`config.mk`:
```
export PLATFORM = sky130hd
export DESIGN_NAME = mipsfpga_spi_master
export DESIGN_NICKNAME = d
export VERILOG_FILES = /design/src/rtl/mipsfpga_spi_pkg.sv /design/src/rtl/mipsfpga_spi_clkgen.sv /design/src/rtl/mipsfpga_spi_master.sv
export SDC_FILE = /design/constraint.sdc
export NUM_CORES = 1
export LEC_CHECK = 0
export BUFFER_PORTS_ARGS = -buffer_cell sky130_fd_sc_hd__buf_2
export CAP_MARGIN = 20
export CORE_MARGIN = 8
export CORE_UTILIZATION = 55
export CTS_CLUSTER_SIZE = 10
export DETAILED_ROUTE_END_ITERATION = 8
export PLACE_DENSITY = 0.75
export SLEW_MARGIN = 10
export SYNTH_ARGS = -nofsm -noshare
export SYNTH_HDL_FRONTEND = slang
export SYNTH_SLANG_ARGS = --single-unit
export TNS_END_PERCENT = 1
```
`constraint.sdc`:
```
create_clock -name clk -period 6.05 [get_ports clk]
set_input_delay 0.605 -clock clk [delete_from_list [all_inputs] [get_ports clk]]
set_output_delay 0.605 -clock clk [all_outputs]
set_load 0.01 [all_outputs]
```
`src/rtl/mipsfpga_spi_pkg.sv`:
```
// Shared types for the SPI master: FSM state encoding and latched mode bits.
package mipsfpga_spi_pkg;

  typedef enum logic [1:0] {
    S_IDLE  = 2'd0,
    S_LEAD  = 2'd1,
    S_XFER  = 2'd2,
    S_TRAIL = 2'd3
  } spi_state_t;

  typedef struct packed {
    logic cpol;
    logic cpha;
    logic lsb_first;
  } spi_mode_t;

endpackage

```
`src/rtl/mipsfpga_spi_clkgen.sv`:
```
// Half-period tick generator: pulses tick_o every half_i enabled cycles.
module mipsfpga_spi_clkgen #(
  parameter int DIV_W = 16
) (
  input  logic             clk_i,
  input  logic             resetn_i,
  input  logic             enable_i,
  input  logic             restart_i,
  input  logic [DIV_W-1:0] half_i,
  output logic             tick_o
);

  logic [DIV_W-1:0] cnt_q, cnt_d;

  assign tick_o = enable_i && !restart_i &&
                  (cnt_q == half_i - DIV_W'(1));

  always_comb begin
    cnt_d = cnt_q + DIV_W'(1);
    if (restart_i || !enable_i || tick_o)
      cnt_d = '0;
  end

  always_ff @(posedge clk_i) begin
    if (!resetn_i) cnt_q <= '0;
    else           cnt_q <= cnt_d;
  end

endmodule

```
`src/rtl/mipsfpga_spi_master.sv`:
```
// SPI master: one frame per accept, all four modes, MSB/LSB first.
module mipsfpga_spi_master
  import mipsfpga_spi_pkg::*;
#(
  parameter int DATA_W = 8,
  parameter int DIV_W  = 16
) (
  input  logic              clk,
  input  logic              resetn,
  input  logic [DATA_W-1:0] tx_data,
  input  logic              send,
  input  logic              cpol,
  input  logic              cpha,
  input  logic              lsb_first,
  input  logic [DIV_W-1:0]  half_period,
  input  logic              sdi,
  output logic              sck,
  output logic              sdo,
  output logic              cs_n,
  output logic              busy,
  output logic              done,
  output logic [DATA_W-1:0] rx_data
);

  localparam int BW = (DATA_W > 2) ? $clog2(DATA_W) : 1;
  localparam logic [BW-1:0] LAST = BW'(DATA_W - 1);

  spi_state_t        state_q, state_d;
  spi_mode_t         mode_q, mode_d;
  logic [DIV_W-1:0]  h_q, h_d;
  logic [DATA_W-1:0] tx_q, tx_d;
  logic [DATA_W-1:0] rsh_q, rsh_d;
  logic [DATA_W-1:0] rx_q, rx_d;
  logic [BW-1:0]     bit_q, bit_d;
  logic              trail_q, trail_d;
  logic              sck_q, sck_d;
  logic              sdo_q, sdo_d;
  logic              done_q, done_d;
  logic              accept;
  logic              tick;

  function automatic logic [BW-1:0] idx(
    input logic          lsb,
    input logic [BW-1:0] b
  );
    return lsb ? b : LAST - b;
  endfunction

  assign accept = send && (state_q == S_IDLE);

  mipsfpga_spi_clkgen #(
    .DIV_W(DIV_W)
  ) u_clkgen (
    .clk_i     (clk),
    .resetn_i  (resetn),
    .enable_i  (state_q != S_IDLE),
    .restart_i (accept),
    .half_i    (h_q),
    .tick_o    (tick)
  );

  always_comb begin
    state_d = state_q;
    mode_d  = mode_q;
    h_d     = h_q;
    tx_d    = tx_q;
    rsh_d   = rsh_q;
    rx_d    = rx_q;
    bit_d   = bit_q;
    trail_d = trail_q;
    sck_d   = sck_q;
    sdo_d   = sdo_q;
    done_d  = 1'b0;
    unique case (state_q)
      S_IDLE: begin
        if (send) begin
          state_d = S_LEAD;
          mode_d  = '{cpol: cpol, cpha: cpha,
                      lsb_first: lsb_first};
          h_d     = (half_period == '0) ? DIV_W'(1)
                                        : half_period;
          tx_d    = tx_data;
          rsh_d   = '0;
          bit_d   = '0;
          trail_d = 1'b0;
          sck_d   = cpol;
          if (!cpha)
            sdo_d = tx_data[idx(lsb_first, '0)];
        end
      end
      S_LEAD: begin
        if (tick) state_d = S_XFER;
      end
      S_XFER: begin
        if (tick) begin
          sck_d = ~sck_q;
          if (!trail_q) begin
            trail_d = 1'b1;
            if (!mode_q.cpha)
              rsh_d[idx(mode_q.lsb_first, bit_q)] = sdi;
            else
              sdo_d = tx_q[idx(mode_q.lsb_first, bit_q)];
          end else begin
            trail_d = 1'b0;
            if (mode_q.cpha)
              rsh_d[idx(mode_q.lsb_first, bit_q)] = sdi;
            // last trailing edge: hold sdo, no wrap
            if (bit_q == LAST) begin
              state_d = S_TRAIL;
            end else begin
              bit_d = bit_q + BW'(1);
              if (!mode_q.cpha)
                sdo_d = tx_q[idx(mode_q.lsb_first,
                                 bit_q + BW'(1))];
            end
          end
        end
      end
      S_TRAIL: begin
        if (tick) begin
          state_d = S_IDLE;
          done_d  = 1'b1;
          rx_d    = rsh_q;
        end
      end
      default: state_d = S_IDLE;
    endcase
  end

  always_ff @(posedge clk) begin
    if (!resetn) begin
      state_q <= S_IDLE;
      mode_q  <= '0;
      h_q     <= DIV_W'(1);
      tx_q    <= '0;
      rsh_q   <= '0;
      rx_q    <= '0;
      bit_q   <= '0;
      trail_q <= 1'b0;
      sck_q   <= 1'b0;
      sdo_q   <= 1'b0;
      done_q  <= 1'b0;
    end else begin
      state_q <= state_d;
      mode_q  <= mode_d;
      h_q     <= h_d;
      tx_q    <= tx_d;
      rsh_q   <= rsh_d;
      rx_q    <= rx_d;
      bit_q   <= bit_d;
      trail_q <= trail_d;
      sck_q   <= sck_d;
      sdo_q   <= sdo_d;
      done_q  <= done_d;
    end
  end

  assign sck     = sck_q;
  assign sdo     = sdo_q;
  assign cs_n    = (state_q == S_IDLE);
  assign busy    = (state_q != S_IDLE);
  assign done    = done_q;
  assign rx_data = rx_q;

endmodule

```
==> flow_summary.yaml, run 1 <==
status:
  status: "finished, final reports clean"
clock_network:
  tritoncts: "built"
  root_buffer: "clkbuf_8"
  postCtsHoldBufs: 0
  htreeDepth: 3
  postCtsSetupBuffers: 0
  clk_latency_ns: 0.35
  cts.sinks: 67
  cts_buffers: 9
  cts.clk_slew.worst_paths_ns: 0.08
  cts_buffer_depth: 2
  cts_resized: 0
global_routing:
  grt_remaining_overflow: 0
  grt_pass1_wl_um: 15600
  grt_pass1_vias: 3289
  antenna_found_initial: 0
  grt.total_usage_pct: 19.2
  grt_start_max_net_pins: 32
layout:
  final_cell_mix: "nand2_1, dfxtp_1, nor2_1"
  multi_input_area_mm2: 0.00231
  drive_above_1_share_pct: 13.6
  seqCellArea_mm2: 0.00134
  fill_cells: 615
  antennaDiodeCount: 0
  area_growth_pct: 9.78
  nets: 557
  final_common_cell: "nand2_1"
place:
  port_buffers: 43
  dp.final_hpwl_um: 6690
  gp_congestion: 0.902
floorplanning:
  boundaryPins: 44
  start_util_pct: 56.4
  die_w_um: 99.3
  die-area_mm2: 0.00985
  core_mm2: 0.00676
  die_y_um: 99.3
  num_rows: 30
run:
  maxCapViolCount: 0
sta:
  period_share_pct: 63.5
  rsz0062_at_grt: "no"
  finalWorstPathRequiredPeriod_ns: 3.84
  setup-tns-final_ns: 0
  hold_viol: 0
  fmax_mhz: 260
  maxSlewHeadroom_pct: 36.4
  skew_ns: 0.0151
  maxSlewViolCount: 0
  setup_violations: 0
  worst_slew_pin_slew_ns: 0.941
logic_synthesis:
  synth_adder_area_share_pct: 2.63
  netlist_area_mm2: 0.00381
  synth-seq-cells: 67
  synth_top_family_by_area: "simple AND/OR/NAND/NOR gates"
  async_reset_ff_share_pct: 0
  yosysSeqAreaShare_pct: 35.2
  synth_edf_count: 0
  synth.area.mux_share_pct: 5.42
  synth-compound-area-share_pct: 14.7
  yosysWarnings: 0
  synth_area_per_cell_um2: 7.72
  netlist_instances: 494
  ys_types: 49
  synth_top_flop_cell: "dfxtp_1"
  synthSimpleGateAreaFrac_pct: 29.7
  synth_xor_area_share_pct: 8.04
  syn_nets: 533
worst_setup_path:
  cp_slowest_cell: "or4b_1"
  end_kind: "register"
  worst_setup_path_start_kind: "register"
  cpLargestDelayFamily: "simple AND/OR/NAND/NOR gates"
  path_common_cell: "or4b_1"
  crit_type: "reg -> reg"
  critPathBufInv: 1
  cp_data_required_time_ns: 6.33
  max_stage_delay_ns: 0.84
  crit_fanout: 19
  worstPathCellList: "inv_1 -> ha_1 -> or4b_1 -> or3_4 -> a2111oi_4 -> o2111ai_1 -> or4b_1 -> or4_1 -> o21ai_0"
  cp_data_arrival_time_ns: 4.12
power:
  p_leak_nw: 1.63
  max-vdd-ir-drop_mv: 0.157
  finalPower_mw: 1.28
  p_per_area_mw_per_mm2: 307
drt:
  num_vias: 3483
  ant_nets: 0
  detail_route.first_pass.iterations: 4
  drt-initial-drc-count: 216
  drc_errors: 0
  finalWirelength_um: 9120
  via_per_inst: 5.78
  wl_per_cell_um: 15.1
min_path:
  min_path_type: "reg -> reg"
==> registers in the layout (all words and copies together), names as in the netlist <==
signal and count:
rsh_q 8, sdo 1, sck 1, done 1, h_q 16, state_q 2, rx_data 8, trail_q 1
bit_q 3, u_clkgen.cnt_q 16, mode_q 2, tx_q 8
==> worst register-to-register path, cell delays in order, from the launching register on <==
cell	delay [ns]
dfxtp_1	0.37
inv_1	0.08
ha_1	0.20
or4b_1	0.58
or3_4	0.43
a2111oi_4	0.34
o2111ai_1	0.23
or4b_1	0.85
or4_1	0.61
o21ai_0	0.09
==> path summary, 6_finish.rpt <==
check,from,endpoint,slack (ns),cells after the start
worst min-delay path,rx_data[1],rx_data[1],0.46,2
worst max register to register,h_q[0],rsh_q[3],2.21,9
worst min register to register,rx_data[1],rx_data[1],0.46,2
worst max-delay path,h_q[0],rsh_q[3],2.21,9
==> cells in the mapped netlist, types with 2 or more instances <==
| cell | number | area (um^2) |
|---|---|---|
| nand2_1 | 92 | 345 |
| dfxtp_1 | 67 | 1340 |
| nor2_1 | 44 | 165 |
| a21oi_1 | 38 | 190 |
| clkbuf_1 | 26 | 97.6 |
| nand3_1 | 20 | 100 |
| xnor2_1 | 18 | 158 |
| nor4_1 | 17 | 106 |
| xor2_1 | 17 | 149 |
| mux2i_1 | 15 | 150 |
| o21ai_0 | 14 | 70.1 |
| inv_1 | 12 | 45.0 |
| or4_1 | 12 | 90.1 |
| nor3_1 | 11 | 55.1 |
| and3_1 | 9 | 56.3 |
| ha_1 | 8 | 100 |
| a31oi_1 | 6 | 37.5 |
| nand2b_1 | 5 | 31.3 |
| o211ai_1 | 5 | 37.5 |
| nand4_1 | 4 | 25.0 |
| a211oi_1 | 3 | 22.5 |
| a41oi_1 | 3 | 26.3 |
| and2_1 | 3 | 18.8 |
| buf_1 | 3 | 11.3 |
| nor2b_1 | 3 | 18.8 |
| nor4b_1 | 3 | 26.3 |
| o21a_1 | 3 | 22.5 |
| or2_2 | 3 | 18.8 |
| or3_1 | 3 | 18.8 |
| mux4_2 | 2 | 45.0 |
| o2111ai_1 | 2 | 17.5 |
| o221ai_1 | 2 | 17.5 |
| o22ai_1 | 2 | 12.5 |
| o31ai_1 | 2 | 15.0 |
| or3b_2 | 2 | 17.5 |
| or4b_1 | 2 | 20.0 |
==> kinds of logic (layout without fill, tap and decap cells) <==
logic type	count (synthesis)	after routing
XOR/XNOR	35	35
adder cells (fa/ha/maj)	8	8
buffers and inverters	43	72
multiplexers	18	18
AO/OA/AOI/OAI	88	88
AND/OR/NAND/NOR	235	235
flip-flops	67	67
==> power breakdown <==
group	total (mW)	internal, mW	switching [mW]
sequential	0.541	0.483	0.0574
combinational	0.419	0.163	0.257
clock	0.325	0.147	0.178
==> per-layer routing <==
layer	vias to the layer above	global-route usage, %	share of wire [%]
li1	1796	-	-
met1	1578	26.2	51
met2	97	28.9	43
met3	12	4.96	5.0
met4	0	5.82	1.1
met5	-	0	0
==> per-stage QoR <==
| step | instance area (um^2) | utilization, % | instances | setup WS (ns) | hold slack [ns] |
|---|---|---|---|---|---|
| after floorplan | 3810 | - | 494 | 2.60 | 0.435 |
| after global placement | 4020 | 59.4 | 587 | 2.36 | 0.441 |
| after detailed placement | 4020 | 59.4 | 587 | 2.26 | 0.449 |
| after CTS | 4190 | 61.9 | 603 | 2.25 | 0.460 |
| after global routing | 4190 | 61.9 | 603 | 1.98 | 0.474 |
| final | 4190 | 61.9 | 603 | 2.21 | 0.458 |
==> layout make-up <==
| type | instances | area share, % |
|---|---|---|
| clock buffer | 9 | 2.96 |
| tap | 80 | 2.39 |
| multi-input combinational | 384 | 55.1 |
| sequential | 67 | 32.0 |
| inverter | 12 | 1.08 |
| clock inverter | 7 | 1.08 |
| timing repair buffer | 44 | 5.32 |
(Power assumes the default switching activity.)
==> inputs of run 2 (changes only) <==
--- a/config.mk
+++ b/config.mk
@@ -8,7 +8,7 @@
 export BUFFER_PORTS_ARGS = -buffer_cell sky130_fd_sc_hd__buf_2
 export CAP_MARGIN = 20
 export CORE_MARGIN = 8
-export CORE_UTILIZATION = 55
+export CORE_UTILIZATION = 53
 export CTS_CLUSTER_SIZE = 10
 export DETAILED_ROUTE_END_ITERATION = 8
 export PLACE_DENSITY = 0.75
==> constraint.sdc (replaced) <==
create_clock -name clk -period 3.52 [get_ports clk]
set_input_delay 0.352 -clock clk [delete_from_list [all_inputs] [get_ports clk]]
set_output_delay 0.352 -clock clk [all_outputs]
set_load 0.01 [all_outputs]
==> run 2 against run 1 <==
Net effect:
- utilization down 0.53 points
- combinational power increased by 87%
- fmax is 16% higher
- total power increased by 89%
- die area is 3.2% higher
- setup slack worse by 2.0 ns
- global-route usage hardly changed
- register-to-register slack worse by 2.0 ns
- final area is 4.2% higher
- clock skew fell by 0.0027 ns
==> flow_summary.yaml, run 2 (synthesized netlist as in run 1, its figures left out) <==
status:
  status: "finished, final reports clean"
layout:
  seqCellArea_mm2: 0.00134
  top_regs: "h_q (16), u_clkgen.cnt_q (16)"
  area_growth_pct: 14.3
  fin_util_pct: 61.4
  antennaDiodeCount: 0
  stdcell_area_mm2: 0.00436
  final_common_cell: "nand2_1"
  final_cell_mix: "nand2_1, dfxtp_1, nor2_1"
  nets: 568
  fill_cells: 657
  multi_input_area_mm2: 0.00232
  drive_above_1_share_pct: 15.7
global_routing:
  antenna_found_initial: 0
  grt_pass1_wl_um: 15800
  grt_remaining_overflow: 0
  grt.total_usage_pct: 19.2
  grt_start_max_net_pins: 32
  grt_pass1_vias: 3402
worst_setup_path:
  crit_fanout: 15
  critPathBufInv: 0
  crit_type: "reg -> reg"
  worstPathCellList: "or4_1 -> or4_1 -> mux2i_1 -> o211ai_1 -> or4b_4 -> or4_1 -> o21ai_0"
  worst_setup_path_start_kind: "register"
  cp_data_required_time_ns: 3.79
  path_common_cell: "or4_1"
  cp_data_arrival_time_ns: 3.58
  cpLargestDelayFamily: "simple AND/OR/NAND/NOR gates"
  cp_slowest_cell: "or4b_4"
  max_stage_delay_ns: 0.66
  end_kind: "register"
floorplanning:
  die-area_mm2: 0.0102
  core_mm2: 0.00710
  die_y_um: 101
  boundaryPins: 44
  die_w_um: 101
  start_util_pct: 53.7
  num_rows: 31
power:
  p_leak_nw: 1.71
  max-vdd-ir-drop_mv: 0.228
  finalPower_mw: 2.42
  p_per_area_mw_per_mm2: 556
clock_network:
  postCtsHoldBufs: 0
  cts_buffer_depth: 2
  cts.sinks: 67
  cts_buffers: 9
  htreeDepth: 3
  root_buffer: "clkbuf_8"
  tritoncts: "built"
  cts.clk_slew.worst_paths_ns: 0.08
  clk_latency_ns: 0.34
drt:
  wl_per_cell_um: 14.6
  via_per_inst: 5.62
  detail_route.first_pass.iterations: 5
  drc_errors: 0
  num_vias: 3558
  drt-initial-drc-count: 209
  ant_nets: 0
  finalWirelength_um: 9220
sta:
  rsz0062_at_grt: "no"
  maxSlewHeadroom_pct: 42.0
  finalWorstPathRequiredPeriod_ns: 3.31
  worst_slew_pin_slew_ns: 0.866
  period_share_pct: 93.9
  maxSlewViolCount: 0
  skew_ns: 0.0124
  setup-tns-final_ns: 0
  fmax_mhz: 302
  hold_viol: 0
  setup_violations: 0
min_path:
  min_path_type: "in -> reg"
place:
  gp_congestion: 0.895
  port_buffers: 43
  post_dp_cell_area_mm2: 0.00412
  dp.final_hpwl_um: 6820
run:
  maxCapViolCount: 0
-- run 2: power by group --
group	leakage [nW]	internal (mW)	switching (mW)
registers	0.544	0.830	0.0930
clock network	0.110	0.403	0.314
logic	1.06	0.319	0.465
total	1.71	1.55	0.872
-- run 2: worst paths after layout --
check / startpoint / endpoint / slack (ns) / cells after the start
min: tx_data[6] / tx_q[6] / 0.24 / 3
max reg2reg: h_q[5] / rsh_q[5] / 0.21 / 7
min reg2reg: rx_data[7] / rx_data[7] / 0.46 / 2
max: h_q[5] / rsh_q[5] / 0.21 / 7
-- run 2: layout make-up --
class	instances	share of cell area (%)
clock inverter	7	2.35
multi-input combinational	384	53.2
inverter	12	1.03
timing repair buffer	55	7.00
clock buffer	9	2.84
tap	99	2.84
sequential	67	30.8
-- run 2: stage by stage --
step	cells	hold slack [ns]	worst slack, ns
2_1_floorplan	494	0.435	0.0683
3_3_place_gp	617	0.442	0.126
3_5_place_dp	617	0.450	0.0501
4_1_cts	633	0.229	0.0495
5_1_grt	633	0.225	0.0295
6_report	633	0.236	0.213
-- run 2: per-layer routing --
layer  wire length (um)  global-route usage (%)  part of all wire (%)
met2               3940                    27.4                    43
met1               4460                    26.8                    48
met3                718                    5.46                   7.8
met4                105                    6.51                   1.1
met5                  0                       0                     0
-- run 2: repair_timing --
action	CTS	global route
buffers inserted	0	0
resized for setup	0	2
endpoints found under the setup margin	0	8
-- run 2: worst register-to-register path: stages, from the launching register on --
cell and delay (ns):
dfxtp_1 0.37, or4_1 0.64, or4_1 0.56, mux2i_1 0.23, o211ai_1 0.17, or4b_4 0.66, or4_1 0.53, o21ai_0 0.09
